==> src/rtl/adder_selfcheck_if.sv <==
// adder_selfcheck_seq_if: bundles the start/status and wrapper-facing signals
// of the exhaustive adder self-check sequencer.
// Optional feature macro: ADDER_SELFCHECK_FIRSTERR_EN adds first_err_a/first_err_b.
interface adder_selfcheck_seq_if #(
    parameter int WIDTH = 4,
    parameter int ERR_W = 16
);
    logic             start;
    logic [WIDTH-1:0] a_out;
    logic [WIDTH-1:0] b_out;
    logic [WIDTH-1:0] sum_in;
    logic             cout_in;
    logic             busy;
    logic             done;
    logic             pass;
    logic [ERR_W-1:0] err_count;
`ifdef ADDER_SELFCHECK_FIRSTERR_EN
    logic [WIDTH-1:0] first_err_a;
    logic [WIDTH-1:0] first_err_b;

    // Sequencer side: drives operands and status, consumes wrapper results.
    modport master (
        input  start, sum_in, cout_in,
        output a_out, b_out, busy, done, pass, err_count, first_err_a, first_err_b
    );

    // Environment side: starts sweeps, returns wrapper results.
    modport slave (
        output start, sum_in, cout_in,
        input  a_out, b_out, busy, done, pass, err_count, first_err_a, first_err_b
    );
`else
    // Sequencer side: drives operands and status, consumes wrapper results.
    modport master (
        input  start, sum_in, cout_in,
        output a_out, b_out, busy, done, pass, err_count
    );

    // Environment side: starts sweeps, returns wrapper results.
    modport slave (
        output start, sum_in, cout_in,
        input  a_out, b_out, busy, done, pass, err_count
    );
`endif
endinterface

==> src/rtl/adder_selfcheck_seq.sv <==
// adder_selfcheck_seq: sweeps every {a,b} operand pair into a registered adder
// wrapper and compares its sum/cout against a delayed golden result.
// Optional feature macro: ADDER_SELFCHECK_FIRSTERR_EN captures the operands of
// the first mismatching vector on first_err_a/first_err_b.
module adder_selfcheck_seq #(
    parameter int WIDTH   = 4,
    parameter int LATENCY = 2,
    parameter int ERR_W   = 16
) (
    input logic                  clk,
    input logic                  rst_n,
    adder_selfcheck_seq_if.master bus
);
    localparam int VW    = 2 * WIDTH;
    localparam int CNT_W = $clog2(LATENCY) + 1;

    typedef enum logic [1:0] {IDLE, RUN, DRAIN, DONE} state_t;

    // One expected-pipe entry; MSB of exp is the expected carry.
    typedef struct packed {
        logic             valid;
`ifdef ADDER_SELFCHECK_FIRSTERR_EN
        logic [VW-1:0]    ops;
`endif
        logic [WIDTH:0]   exp;
    } entry_t;

    state_t           state, state_nxt;
    logic             launch;
    logic [VW-1:0]    vec;          // {a_out,b_out}; doubles as the vector counter
    logic [CNT_W-1:0] drain_cnt;
    entry_t           pipe [LATENCY];
    entry_t           push;
    entry_t           head;
    logic             mismatch;
    logic [ERR_W-1:0] err_count, err_nxt;
    logic             busy, done, pass;
`ifdef ADDER_SELFCHECK_FIRSTERR_EN
    logic [WIDTH-1:0] first_err_a, first_err_b;
`endif

    // State register.
    // NOTE: every flop in this design is written with <= so all registers
    // update from the same pre-edge values and simulation matches hardware.
    always_ff @(posedge clk or negedge rst_n) begin
        if (!rst_n) state <= IDLE;
        else        state <= state_nxt;
    end

    // Next-state logic: launch from IDLE, finish RUN on the last vector,
    // drain the pipe for LATENCY cycles, then a single DONE cycle.
    // NOTE: defaults are assigned first so no path leaves a signal unassigned
    // and no latch is inferred.
    always_comb begin
        state_nxt = state;
        launch    = 1'b0;
        case (state)
            IDLE: begin
                if (bus.start) begin
                    state_nxt = RUN;
                    launch    = 1'b1;
                end
            end
            RUN:     if (vec == '1) state_nxt = DRAIN;
            DRAIN:   if (drain_cnt == CNT_W'(LATENCY - 1)) state_nxt = DONE;
            DONE:    state_nxt = IDLE;
            default: state_nxt = IDLE;
        endcase
    end

    // Golden entry for the vector currently on a_out/b_out, plus compare at the pipe head.
    always_comb begin
        push       = '0;
        push.valid = (state == RUN);
        push.exp   = {1'b0, vec[VW-1:WIDTH]} + {1'b0, vec[WIDTH-1:0]};
`ifdef ADDER_SELFCHECK_FIRSTERR_EN
        push.ops   = vec;
`endif
        head     = pipe[LATENCY-1];
        mismatch = head.valid && ({bus.cout_in, bus.sum_in} != head.exp);
        err_nxt  = err_count;
        if (launch)                            err_nxt = '0;
        else if (mismatch && err_count != '1)  err_nxt = err_count + 1'b1;
    end

    // Expected-result shift pipe, LATENCY deep, cleared at each launch.
    // NOTE: the pipe is small and its valid bits must be known after reset,
    // so every entry is reset rather than left as an unreset memory.
    always_ff @(posedge clk or negedge rst_n) begin
        if (!rst_n) begin
            for (int i = 0; i < LATENCY; i++) pipe[i] <= '0;
        end else if (launch) begin
            for (int i = 0; i < LATENCY; i++) pipe[i] <= '0;
        end else begin
            pipe[0] <= push;
            for (int i = 1; i < LATENCY; i++) pipe[i] <= pipe[i-1];
        end
    end

    // Vector counter, drain counter and registered status outputs.
    always_ff @(posedge clk or negedge rst_n) begin
        if (!rst_n) begin
            vec       <= '0;
            drain_cnt <= '0;
            busy      <= 1'b0;
            done      <= 1'b0;
            pass      <= 1'b0;
            err_count <= '0;
`ifdef ADDER_SELFCHECK_FIRSTERR_EN
            first_err_a <= '0;
            first_err_b <= '0;
`endif
        end else begin
            busy      <= (state_nxt == RUN) || (state_nxt == DRAIN);
            done      <= (state_nxt == DONE);
            err_count <= err_nxt;
            drain_cnt <= (state == DRAIN) ? drain_cnt + 1'b1 : '0;
            if (launch) begin
                vec  <= '0;
                pass <= 1'b0;
            end else if (state == RUN && vec != '1) begin
                // The last vector is held on the outputs instead of wrapping.
                vec <= vec + 1'b1;
            end
            // pass reflects the final compare, which lands on the same edge.
            if (state == DRAIN && state_nxt == DONE) pass <= (err_nxt == '0);
`ifdef ADDER_SELFCHECK_FIRSTERR_EN
            if (launch) begin
                first_err_a <= '0;
                first_err_b <= '0;
            end else if (mismatch && err_count == '0) begin
                first_err_a <= head.ops[VW-1:WIDTH];
                first_err_b <= head.ops[WIDTH-1:0];
            end
`endif
        end
    end

    assign bus.a_out     = vec[VW-1:WIDTH];
    assign bus.b_out     = vec[WIDTH-1:0];
    assign bus.busy      = busy;
    assign bus.done      = done;
    assign bus.pass      = pass;
    assign bus.err_count = err_count;
`ifdef ADDER_SELFCHECK_FIRSTERR_EN
    assign bus.first_err_a = first_err_a;
    assign bus.first_err_b = first_err_b;
`endif

endmodule

==> src/flat_wrapper.sv <==
// flat-port wrapper written by rule: the top's interface ports become plain ports
module adder_selfcheck_seq_flat 
#(
    parameter int WIDTH   = 4,
    parameter int LATENCY = 2,
    parameter int ERR_W   = 16
)
  (clk, rst_n, bus_start, bus_sum_in, bus_cout_in, bus_a_out, bus_b_out, bus_busy, bus_done, bus_pass, bus_err_count);
  adder_selfcheck_seq_if #(.WIDTH(WIDTH), .ERR_W(ERR_W)) bus_i ();
  input logic clk;
  input logic rst_n;
  input wire logic [$bits(bus_i.start)-1:0] bus_start;
  input wire logic [$bits(bus_i.sum_in)-1:0] bus_sum_in;
  input wire logic [$bits(bus_i.cout_in)-1:0] bus_cout_in;
  output wire logic [$bits(bus_i.a_out)-1:0] bus_a_out;
  output wire logic [$bits(bus_i.b_out)-1:0] bus_b_out;
  output wire logic [$bits(bus_i.busy)-1:0] bus_busy;
  output wire logic [$bits(bus_i.done)-1:0] bus_done;
  output wire logic [$bits(bus_i.pass)-1:0] bus_pass;
  output wire logic [$bits(bus_i.err_count)-1:0] bus_err_count;
  assign bus_i.start = bus_start;
  assign bus_i.sum_in = bus_sum_in;
  assign bus_i.cout_in = bus_cout_in;
  assign bus_a_out = bus_i.a_out;
  assign bus_b_out = bus_i.b_out;
  assign bus_busy = bus_i.busy;
  assign bus_done = bus_i.done;
  assign bus_pass = bus_i.pass;
  assign bus_err_count = bus_i.err_count;
  adder_selfcheck_seq #(.WIDTH(WIDTH), .LATENCY(LATENCY), .ERR_W(ERR_W)) u_core (.clk(clk), .rst_n(rst_n), .bus(bus_i));
endmodule
==> config.mk <==
export PLATFORM = sky130hd
export DESIGN_NAME = adder_selfcheck_seq_flat
export DESIGN_NICKNAME = d
export VERILOG_FILES = /design/src/rtl/adder_selfcheck_if.sv /design/src/rtl/adder_selfcheck_seq.sv /design/src/flat_wrapper.sv
export SDC_FILE = /design/constraint.sdc
export NUM_CORES = 1
export LEC_CHECK = 0
export CORE_MARGIN = 10
export CORE_UTILIZATION = 40
export CTS_CLUSTER_DIAMETER = 60
export DETAILED_ROUTE_END_ITERATION = 16
export DONT_BUFFER_PORTS = 1
export GPL_TIMING_DRIVEN = 0
export PLACE_DENSITY = 0.64
export SLEW_MARGIN = 40
export SYNTH_ARGS = -nofsm -noshare
export SYNTH_HDL_FRONTEND = slang
export SYNTH_SLANG_ARGS = --single-unit
==> constraint.sdc <==
create_clock -name clk -period 2.7 [get_ports clk]
set_clock_uncertainty 0.15 [all_clocks]
set_input_delay 0.405 -clock clk [delete_from_list [all_inputs] [get_ports clk]]
set_output_delay 0.405 -clock clk [all_outputs]
set_load 0.03 [all_outputs]
---- Word-level counts from Yosys, hierarchy flattened ----
Index checks and enable logic that the tools add are counted.
cells by class
  add/sub/neg operators ................... 4
  multipliers ............................. 0
  divide/modulo/power cells ............... 0
  $lt $le $gt $ge ......................... 0
  equal/unequal tests ..................... 11
  shifts and indexed selects .............. 0
  multiplexer cells ....................... 14
  bitwise gates (word level) .............. 0
  reductions and logical operators ........ 9
operator list
  cell                                                                   count
  16-bit 2-to-1 mux                                                      2
  16-bit by 1-bit adder with 16-bit output, second input constant        1
  16-bit zero test                                                       1
  8-bit 2-to-1 mux                                                       2
  16-bit inequality test, second input constant                          1
  12-bit 2-to-1 mux                                                      1
  8-bit by 1-bit adder with 8-bit output, second input constant          1
  2-bit equality test, second input constant                             4
  8-bit equality test, second input constant                             1
  2-bit 2-to-1 mux                                                       4
  8-bit inequality test, second input constant                           1
  2-bit case mux with 4 select lines                                     1
  2-bit by 1-bit equality test with 1-bit output, second input constant  3
  4-bit by 4-bit adder with 5-bit output                                 1
  5-bit inequality test                                                  1
  1-bit logical AND                                                      4
  1-bit 2-to-1 mux                                                       4
  2-bit nonzero test                                                     2
  2-bit by 1-bit adder with 2-bit output, second input constant          1
  2-bit zero test                                                        1
  1-bit logical OR                                                       1
word-level totals
  register bits ........................... 43
  latch bits .............................. 0
  RAM bits ................................ 0
  ROM bits ................................ 0
  memories ................................ 0

---- Longest topological paths before layout ----
Gate-level depths: netlist of run 1.
  word-level depth ........................ 7
  depth in mapped cells ................... 10

---- Worst setup path before layout of run 1 ----
Ideal clock, no wire load.
  path type ............................... register to register
  start point ............................. register u_core.err_count[0] (netlist: u_core.bus.err_count[0])
  end point ............................... register u_core.pass (netlist: u_core.bus.pass)
  arrival time ............................ 2.564 ns
  required time ........................... 2.474 ns
  setup slack ............................. -0.090 ns
  stages on the path, launching flop included .. 10
  path buffers ............................ 0
  clock period less this slack ............ 2.790 ns
  cell sequence ........................... dfrtp_1 > ha_1 > nand4_1 > or3_2 > a211oi_1 > nand4_1 > xor2_1 > nor4b_1 > nand4b_1 > o21ai_1
between the ends
  word-level cells in the longest chain between the ends .. 6
  elaborated cells on any way between the ends .. 7
  classes of those cells .................. add/sub: 1; eq/ne: 1; mux: 3; reduce/logical: 2
RTL lines
  item                                                                              RTL line                    source
  start: declaration                                                                adder_selfcheck_seq.sv:36   logic [ERR_W-1:0] err_count, err_nxt;
  start signal: assignment                                                          adder_selfcheck_seq.sv:116  err_count <= err_nxt;
  branches (longest 2 deep; another with 16-bit by 1-bit adder with 16-bit output)  n/a
  16-bit 2-to-1 mux (*)                                                             adder_selfcheck_seq.sv:83   else if (mismatch && err_count != '1) err_nxt = err_count + 1'b1;
  16-bit 2-to-1 mux (*)                                                             adder_selfcheck_seq.sv:82   if (launch) err_nxt = '0;
  16-bit zero test (*)                                                              adder_selfcheck_seq.sv:126  if (state == DRAIN && state_nxt == DONE) pass <= (err_nxt == '0);
  1-bit 2-to-1 mux (*)                                                              adder_selfcheck_seq.sv:126
  end signal: assignment                                                            adder_selfcheck_seq.sv:126
  end: declaration                                                                  adder_selfcheck_seq.sv:37   logic busy, done, pass;
Mark *: on every way between the ends.
A chain may end at the register's enable or synchronous reset.

---- Worst setup path in the final report of run 1 ----
  start point ............................. register u_core.err_count[2] (netlist: u_core.bus.err_count[2])
  end point ............................... register u_core.pass (netlist: u_core.bus.pass)
The elaborated chain is that of the path after synthesis.

==> summary.txt, run 1 <==
Synthesis
  – Number of synthesized flops with an enable pin: 0
  – Syn Nets: 236
  – Synth Instances: 219
  – Largest cells by area after synthesis: sky130_fd_sc_hd__dfrtp_1 (49%), sky130_fd_sc_hd__xor2_1 (6.4%), sky130_fd_sc_hd__nor2_1 (5.3%)
  – Synth top area share: 0.489
  – Number of distinct standard cells referenced by the synthesized netlist: 46
  – Most used flip-flop cell after synthesis: sky130_fd_sc_hd__dfrtp_1
  – Number of storage elements in the synthesis netlist: 43
  – Share of async-settable or async-resettable flops after synthesis: 1.00
  – Mapped cell area: 2200 sq um
  – Mean instance size in the synthesized netlist: 10.0 sq um
  – Share of synthesized area occupied by flip-flops and latches: 0.489
  – Warnings from Yosys: 0
  – Largest area contributor in the netlist: sky130_fd_sc_hd__dfrtp_1

Global routing
  – Met2 global-route usage: 0.180
  – Total track usage: 0.112
  – Wire length of the first global-routing pass: 7.90 mm
  – Fraction of met3 tracks used by global routing: 0.0408
  – Initial antenna violation count: 0
  – Met1 track demand over resource in global routing: 0.136
  – Maximum number of pins on one net before global-route repair: 44
  – Via count of the first global-routing pass: 1,584
  – Sum of overflow across all layers after global routing: 0
  – GR peak layer: met2

Power
  – Fraction of power consumed by the clock network: 0.191
  – Power Internal: 0.00135 W
  – Fraction of power spent switching nets: 0.416
  – Net load switching power: 0.000958 W
  – Proportion of power drawn by flip-flops and latches: 0.527
  – Portion of total power attributed to combinational logic: 0.283
  – VDD IR max: 0.532 mV
  – Total power per unit cell area: 888 nW/um^2
  – Leakage power summed over all cells: 1.12 nW

Floorplan
  – Die Ht: 94.2 um
  – Total die area: 8870 sq um
  – Area inside the core boundary: 5200 sq um
  – Effective utilization at floorplan: 0.423
  – DIE WIDTH: 94.2 um
  – Num ports: 35
  – # rows: 26

Clock tree
  – Clk_lat worst skew: 0.30 ns
  – TritonCTS clock tree: built
  – Maximum clock path buffer count: 2
  – Total clock buffers created by CTS: 5
  – Clock transition at path regs: 0.09 ns
  – H-Tree Level Count: 2
  – CTS sink count: 43
  – Library cell used as clock root buffer: sky130_fd_sc_hd__clkbuf_8

Setup path
  – Internal reg-to-reg setup slack: 0.06 ns
  – Required time reported for the critical path endpoint: 2.77 ns
  – Crit path launch type: flop
  – CP endpoint kind: flop
  – Arrival time at the worst endpoint: 2.70 ns
  – Worst-path maximum fanout: 7
  – Startpoint-to-endpoint class of the critical path: reg2reg
  – Reg2Reg Depth: 9

Timing
  – Worst-Margin Slew: 0.514 ns
  – Shortest clock period the worst path allows after layout: 2.64 ns
  – Worst slew margin: 0.655
  – Post-route setup TNS: 0 ns
  – Crit share post-route: 0.976
  – RSZ-0062 raised after global routing: true
  – Final hold violation count: 0
  – Total setup violations reported at the end of the flow: 0
  – Maximum clock frequency: 379 MHz
  – Count of final max-slew check failures: 0

Routing
  – DRC violations left: 0
  – First-iteration detailed-routing DRC count: 82
  – Average wire per standard cell: 16.0 um
  – Final routed wirelength across all metal layers: 4.92 mm
  – Detailed-routing iteration count for the pre-antenna-repair pass: 4
  – Per-cell via count in the routed design: 5.39
  – ANT nets after route: 0
  – Vias: 1,661

Cells and area
  – Count of antenna diodes in the layout: 0
  – Post-Layout Cell Count: 308
  – Layout cell share with drive strength beyond 1: 0.227
  – Nets: 254
  – Growth of design area from synthesis to finish: 17.9%

Status
  – Status: finished, final reports clean

Placed design
  – PortBufs: 0
  – Placed Instances: 289
  – Detailed placement HPWL: 3.39 mm
  – RD Place Congestion: 0.814

Worst hold path
  – Classification of the worst-slack hold path: in2reg
  – Worst hold stages: 3

Job
  – Max-Cap Viols: 0
worst paths after layout:
kind                                              startpoint                            endpoint
min in group asynchronous                              rst_n            u_core.head[3]$_DFF_PN0_
hold / removal                                     bus_start   u_core.bus.err_count[3]$_DFF_PN0_
hold reg to reg                u_core.drain_cnt[0]$_DFF_PN0_       u_core.drain_cnt[0]$_DFF_PN0_
setup / recovery           u_core.bus.err_count[2]$_DFF_PN0_         u_core.bus.pass$_DFFE_PN0P_
max in group asynchronous                              rst_n  u_core.bus.err_count[10]$_DFF_PN0_
setup reg to reg           u_core.bus.err_count[2]$_DFF_PN0_         u_core.bus.pass$_DFFE_PN0P_
state kept, by name (all words and copies together) (netlist names):
name and flops:
u_core.drain_cnt 2, u_core.bus.busy 1, u_core.bus.pass 1, u_core.vec 8
u_core.state 2, u_core.bus.done 1, u_core.bus.err_count 16, u_core.head 6
u_core.pipe 6
metal layers:
metal  up-vias  part of all wire
li1        808                 -
met1       807              0.41
met2        41              0.49
met3         5             0.084
met4         0            0.0081
met5         -                 0
logic make-up (layout without fill, tap and decap cells):
kind of cell    after synthesis  after routing  share of synthesized area
compound gates               31             31                     0.0944
xor+xnor                     24             24                     0.0955
fa+ha+maj                     9              9                     0.0546
buf+inv                      13             32                     0.0239
flops                        43             43                      0.489
mux                           1              1                    0.00455
simple gates                 98             98                      0.238
synth_stat cells (2+ instances only):
master,n
sky130_fd_sc_hd__or4_1,2
sky130_fd_sc_hd__nor2_1,31
sky130_fd_sc_hd__nor3b_1,2
sky130_fd_sc_hd__nand3_1,8
sky130_fd_sc_hd__buf_1,2
sky130_fd_sc_hd__and2_1,10
sky130_fd_sc_hd__xor2_1,16
sky130_fd_sc_hd__or3_1,2
sky130_fd_sc_hd__or3_2,2
sky130_fd_sc_hd__buf_2,2
sky130_fd_sc_hd__clkbuf_1,2
sky130_fd_sc_hd__nor3_1,4
sky130_fd_sc_hd__o211ai_1,2
sky130_fd_sc_hd__a31oi_1,2
sky130_fd_sc_hd__dfrtp_1,43
sky130_fd_sc_hd__xnor2_1,8
sky130_fd_sc_hd__a21oi_1,8
sky130_fd_sc_hd__nand2_1,11
sky130_fd_sc_hd__ha_1,8
sky130_fd_sc_hd__o31ai_1,2
sky130_fd_sc_hd__a211oi_1,2
sky130_fd_sc_hd__o21ai_0,5
sky130_fd_sc_hd__nand4_1,12
sky130_fd_sc_hd__a21o_1,4
sky130_fd_sc_hd__nand2b_1,2
sky130_fd_sc_hd__inv_1,6
sky130_fd_sc_hd__nor2b_1,2
layout by cell type (no fill, tap or decap), drive strengths merged, types with 2 or more instances in the layout:
cell type / count
o211ai: 2
nor2: 31
nor3: 4
a21o: 4
o31ai: 2
a31oi: 2
nand3: 8
a21oi: 9
nand2: 12
xor2: 16
or3: 4
or4: 4
nand4: 13
nand2b: 2
xnor2: 8
o21ai: 6
inv: 6
a211oi: 2
buf: 16
and2: 10
dfrtp: 43
nor3b: 2
nor2b: 2
clkbuf: 7
ha: 8
repair_timing:
action / CTS / global route
pin swaps: 2 / 8
buffers inserted: 2 / 8
hold endpoints to repair: 43 / 0
hold buffers: 2 / 0
gates resized for setup: 23 / 9
setup endpoints to repair: 4 / 1
power groups by stage:
stage          sequential [W]  clock [W]  combinational, W
6_report              0.00121   0.000440          0.000651
2_1_floorplan         0.00115          0          0.000477
3_5_place_dp          0.00121          0          0.000563
5_1_grt               0.00125   0.000490          0.000747
3_3_place_gp          0.00121          0          0.000551
4_1_cts               0.00122   0.000453          0.000622
through the flow:
stage                     cell area [sq um]   util  setup slack [ns]  hold slack, ns  total power (W)
after floorplan                        2200      -            0.0358         -0.0406          0.00163
after global placement                 2290  0.440            -0.329         -0.0384          0.00176
after detailed placement               2290  0.440            -0.338         -0.0384          0.00178
after CTS                              2510  0.482            0.0158           0.292          0.00229
after global routing                   2590  0.499           -0.0769           0.204          0.00248
final                                  2590  0.499            0.0647           0.206          0.00230
critical path, cell delays in order (launching register included):
cell                       delay [ns]
sky130_fd_sc_hd__dfrtp_2         0.47
sky130_fd_sc_hd__buf_6           0.15
sky130_fd_sc_hd__nand3_1         0.10
sky130_fd_sc_hd__or4_4           0.52
sky130_fd_sc_hd__a21oi_4         0.21
sky130_fd_sc_hd__nand2_2         0.08
sky130_fd_sc_hd__or4b_1          0.51
sky130_fd_sc_hd__nand3_1         0.10
sky130_fd_sc_hd__nand4b_1        0.12
sky130_fd_sc_hd__o21ai_1         0.15
final cells by class:
| type | count | area, sq um |
|---|---|---|
| Tap cell | 70 | 87.6 |
| Sequential cell | 43 | 1100 |
| Inverter | 6 | 22.5 |
| Buffer | 6 | 32.5 |
| Timing Repair Buffer | 12 | 105 |
| Fill cell | 491 | 2610 |
| Multi-Input combinational cell | 163 | 1150 |
| Clock buffer | 6 | 82.6 |
| Clock inverter | 2 | 16.3 |
No activity file was read; power rests on OpenSTA's default activity.
==> run 2, diff against run 1 <==
--- a/config.mk
+++ b/config.mk
@@ -6,12 +6,12 @@
 export NUM_CORES = 1
 export LEC_CHECK = 0
 export CORE_MARGIN = 10
-export CORE_UTILIZATION = 40
+export CORE_UTILIZATION = 62
 export CTS_CLUSTER_DIAMETER = 60
 export DETAILED_ROUTE_END_ITERATION = 16
 export DONT_BUFFER_PORTS = 1
 export GPL_TIMING_DRIVEN = 0
-export PLACE_DENSITY = 0.64
+export PLACE_DENSITY = 0.88
 export SLEW_MARGIN = 40
 export SYNTH_ARGS = -nofsm -noshare
 export SYNTH_HDL_FRONTEND = slang
==> summary.txt, run 2 (synthesis gave the netlist of run 1 again) <==
Status
  – Status: complete, but fails checks
  – Failing checks: setup timing

Timing
  – Shortest clock period the worst path allows after layout: 2.72 ns (+0.0852 ns)
  – Worst Hold Slack: 0.216 ns (+0.0106 ns)
  – Final WS setup: -0.0205 ns (-0.0852 ns)
  – Total setup violations reported at the end of the flow: 1 (+1)
  – Worst slew margin: 0.634 (-0.0217)
  – Crit share post-route: 1.01 (+0.0315)
  – Final hold violation count: 0 (unchanged)
  – Count of final max-slew check failures: 0 (unchanged)
  – RSZ-0062 raised after global routing: true
  – Worst-Margin Slew: 0.547 ns (+0.0334 ns)
  – Maximum clock frequency: 368 MHz (-3.1%)

Power
  – Total power per unit cell area: 901 nW/um^2 (+1.5%)
  – VDD IR max: 0.596 mV (+12%)
  – Leakage power summed over all cells: 1.12 nW (+0.72%)

Cells and area
  – Fill cell instance count of the final layout: 212 (-57%)
  – Largest registers: u_core.bus.err_count x16, u_core.vec x8
  – Largest register by flop count: u_core.bus.err_count
  – Max reg flops: 16 (unchanged)
  – Most frequent standard cell in the layout excluding fill and tap cells: sky130_fd_sc_hd__nor2_1
  – Growth of design area from synthesis to finish: 15.3%
  – Post-Layout Cell Count: 283 (-8.1%)
  – Nets: 253 (-0.39%)
  – Highest-count cells in the layout ignoring fill and taps: sky130_fd_sc_hd__nor2_1 (31), sky130_fd_sc_hd__dfrtp_1 (30), sky130_fd_sc_hd__xor2_1 (16)
  – Count of antenna diodes in the layout: 0 (unchanged)
  – Layout cell share with drive strength beyond 1: 0.203 (-0.0244)

Setup path
  – Crit-path max cell delay: 0.57 ns (+0.05 ns)
  – Crit path launch type: flop
  – Cell repeated most along the worst path: sky130_fd_sc_hd__nand4_1
  – Worst path cell trace: ha_4, nand4_1, buf_4, nor4_4, nor2_1, o31ai_1, a21boi_0, nand4_1, o21ai_1
  – Worst-path maximum fanout: 7 (unchanged)
  – Startpoint-to-endpoint class of the critical path: reg2reg
  – Reg2Reg Depth: 9 (unchanged)
  – Cell with the largest stage delay on the worst path: sky130_fd_sc_hd__dfrtp_2
  – Required time reported for the critical path endpoint: 2.85 ns (+0.08 ns)
  – Arrival time at the worst endpoint: 2.87 ns (+0.17 ns)
  – CP endpoint kind: flop

Clock tree
  – Total clock buffers created by CTS: 5 (unchanged)
  – TritonCTS clock tree: built
  – Library cell used as clock root buffer: sky130_fd_sc_hd__clkbuf_4
  – Maximum clock path buffer count: 2 (unchanged)
  – Clock transition at path regs: 0.13 ns (+0.04 ns)
  – Clk_lat worst skew: 0.36 ns (+0.06 ns)
  – CTS sink count: 43 (unchanged)
  – H-Tree Level Count: 2 (unchanged)

Placed design
  – Post-placement setup slack: -0.382 ns (-0.0438 ns)
  – PortBufs: 0 (unchanged)
  – Placed Instances: 265 (-8.3%)
  – Detailed placement HPWL: 3.33 mm (-1.8%)
  – RD Place Congestion: 0.902 (+11%)

Global routing
  – Maximum number of pins on one net before global-route repair: 44 (unchanged)
  – Total track usage: 0.152 (+0.0405)
  – Wire length of the first global-routing pass: 7.68 mm (-2.8%)
  – Sum of overflow across all layers after global routing: 0 (unchanged)
  – Initial antenna violation count: 0 (unchanged)
  – Via count of the first global-routing pass: 1,606 (+1.4%)

Floorplan
  – DIE WIDTH: 79.6 um (-15%)
  – Num ports: 35 (unchanged)
  – Die Ht: 79.6 um (-15%)
  – Effective utilization at floorplan: 0.649 (+0.226)
  – Area inside the core boundary: 3390 sq um (-35%)
  – # rows: 21 (-19%)
  – Total die area: 6330 sq um (-29%)

Routing
  – Detailed-routing iteration count for the pre-antenna-repair pass: 5 (+1)
  – Final routed wirelength across all metal layers: 5.08 mm (+3.2%)
  – Per-cell via count in the routed design: 6.29 (+17%)
  – DRC violations left: 0 (unchanged)
  – First-iteration detailed-routing DRC count: 206 (+150%)
  – Average wire per standard cell: 17.9 um (+12%)
  – ANT nets after route: 0 (unchanged)
  – Vias: 1,780 (+7.2%)

Worst hold path
  – Worst hold stages: 2 (-1)
  – Classification of the worst-slack hold path: in2reg

Job
  – Max-Cap Viols: 0 (unchanged)
==> run 2: cell count changes in the layout (fill, tap and decap cells not counted), moves of 3 or more <==
| cell | before | now |
|---|---|---|
| sky130_fd_sc_hd__dfrtp_1 | 27 | 30 |
| sky130_fd_sc_hd__clkbuf_8 | 6 | 0 |
| sky130_fd_sc_hd__dfrtp_2 | 16 | 13 |
| sky130_fd_sc_hd__clkbuf_4 | 0 | 5 |
==> run 2: cell type report <==
type                       count  area [sq um]  share of cell area
clock buffer                   5          37.5              0.0148
clock inverter                 3          47.5              0.0187
timing repair buffer          11          97.6              0.0384
inverter                       6          22.5             0.00887
multi-input combinational    163          1150               0.455
tap                           46          57.6              0.0227
sequential                    43          1090               0.430
buffer                         6          28.8              0.0113
==> run 2: power by group <==
part           switching [W]  internal [W]  total (W)  leakage, nW
clock               0.000223      0.000200   0.000423       0.0458
sequential          0.000401      0.000814    0.00121        0.531
combinational       0.000345      0.000306   0.000650        0.547
total               0.000968       0.00132    0.00229         1.12
==> run 2: path summary, 6_finish.rpt <==
path	startpoint	slack (ns)	endpoint
setup reg to reg	u_core.bus.err_count[0]$_DFF_PN0_	-0.02	u_core.bus.pass$_DFFE_PN0P_
max in group asynchronous	rst_n	1.84	u_core.bus.err_count[0]$_DFF_PN0_
min in group asynchronous	rst_n	0.34	u_core.bus.err_count[11]$_DFF_PN0_
hold reg to reg	u_core.drain_cnt[0]$_DFF_PN0_	0.30	u_core.drain_cnt[0]$_DFF_PN0_
setup / recovery	u_core.bus.err_count[0]$_DFF_PN0_	-0.02	u_core.bus.pass$_DFFE_PN0P_
hold / removal	bus_start	0.22	u_core.bus.err_count[7]$_DFF_PN0_
==> run 2: what timing repair did <==
action | CTS | global route
pin swaps | 2 | 4
hold buffers | 2 | 0
setup endpoints to repair | 1 | 3
setup buffers | 3 | 6
gates resized for setup | 20 | 7
endpoints found under the hold margin | 43 | 0
==> run 2: per-stage QoR <==
step           instance area [sq um]  total power, W  TNS [ns]  utilization
2_1_floorplan                   2200         0.00163         0            -
3_3_place_gp                    2260         0.00175    -0.348        0.667
3_5_place_dp                    2260         0.00179    -0.382        0.667
4_1_cts                         2470         0.00228         0        0.730
5_1_grt                         2540         0.00243    -0.105        0.749
6_report                        2540         0.00229   -0.0205        0.749
==> run 2: critical path, delay by kind of cell (launching register included) <==
family / cells / cell delay, ns
AO/OA/AOI/OAI: 3 / 0.69
buffers and inverters: 1 / 0.21
flip-flops: 1 / 0.57
adder cells (fa/ha/maj): 1 / 0.22
AND/OR/NAND/NOR: 4 / 0.83
==> run 2: per-layer routing <==
layer | global-route usage | routed length [um]
met5 | 0 | 0
met4 | 0.0520 | 127
met3 | 0.0439 | 403
met2 | 0.261 | 2580
met1 | 0.178 | 1960
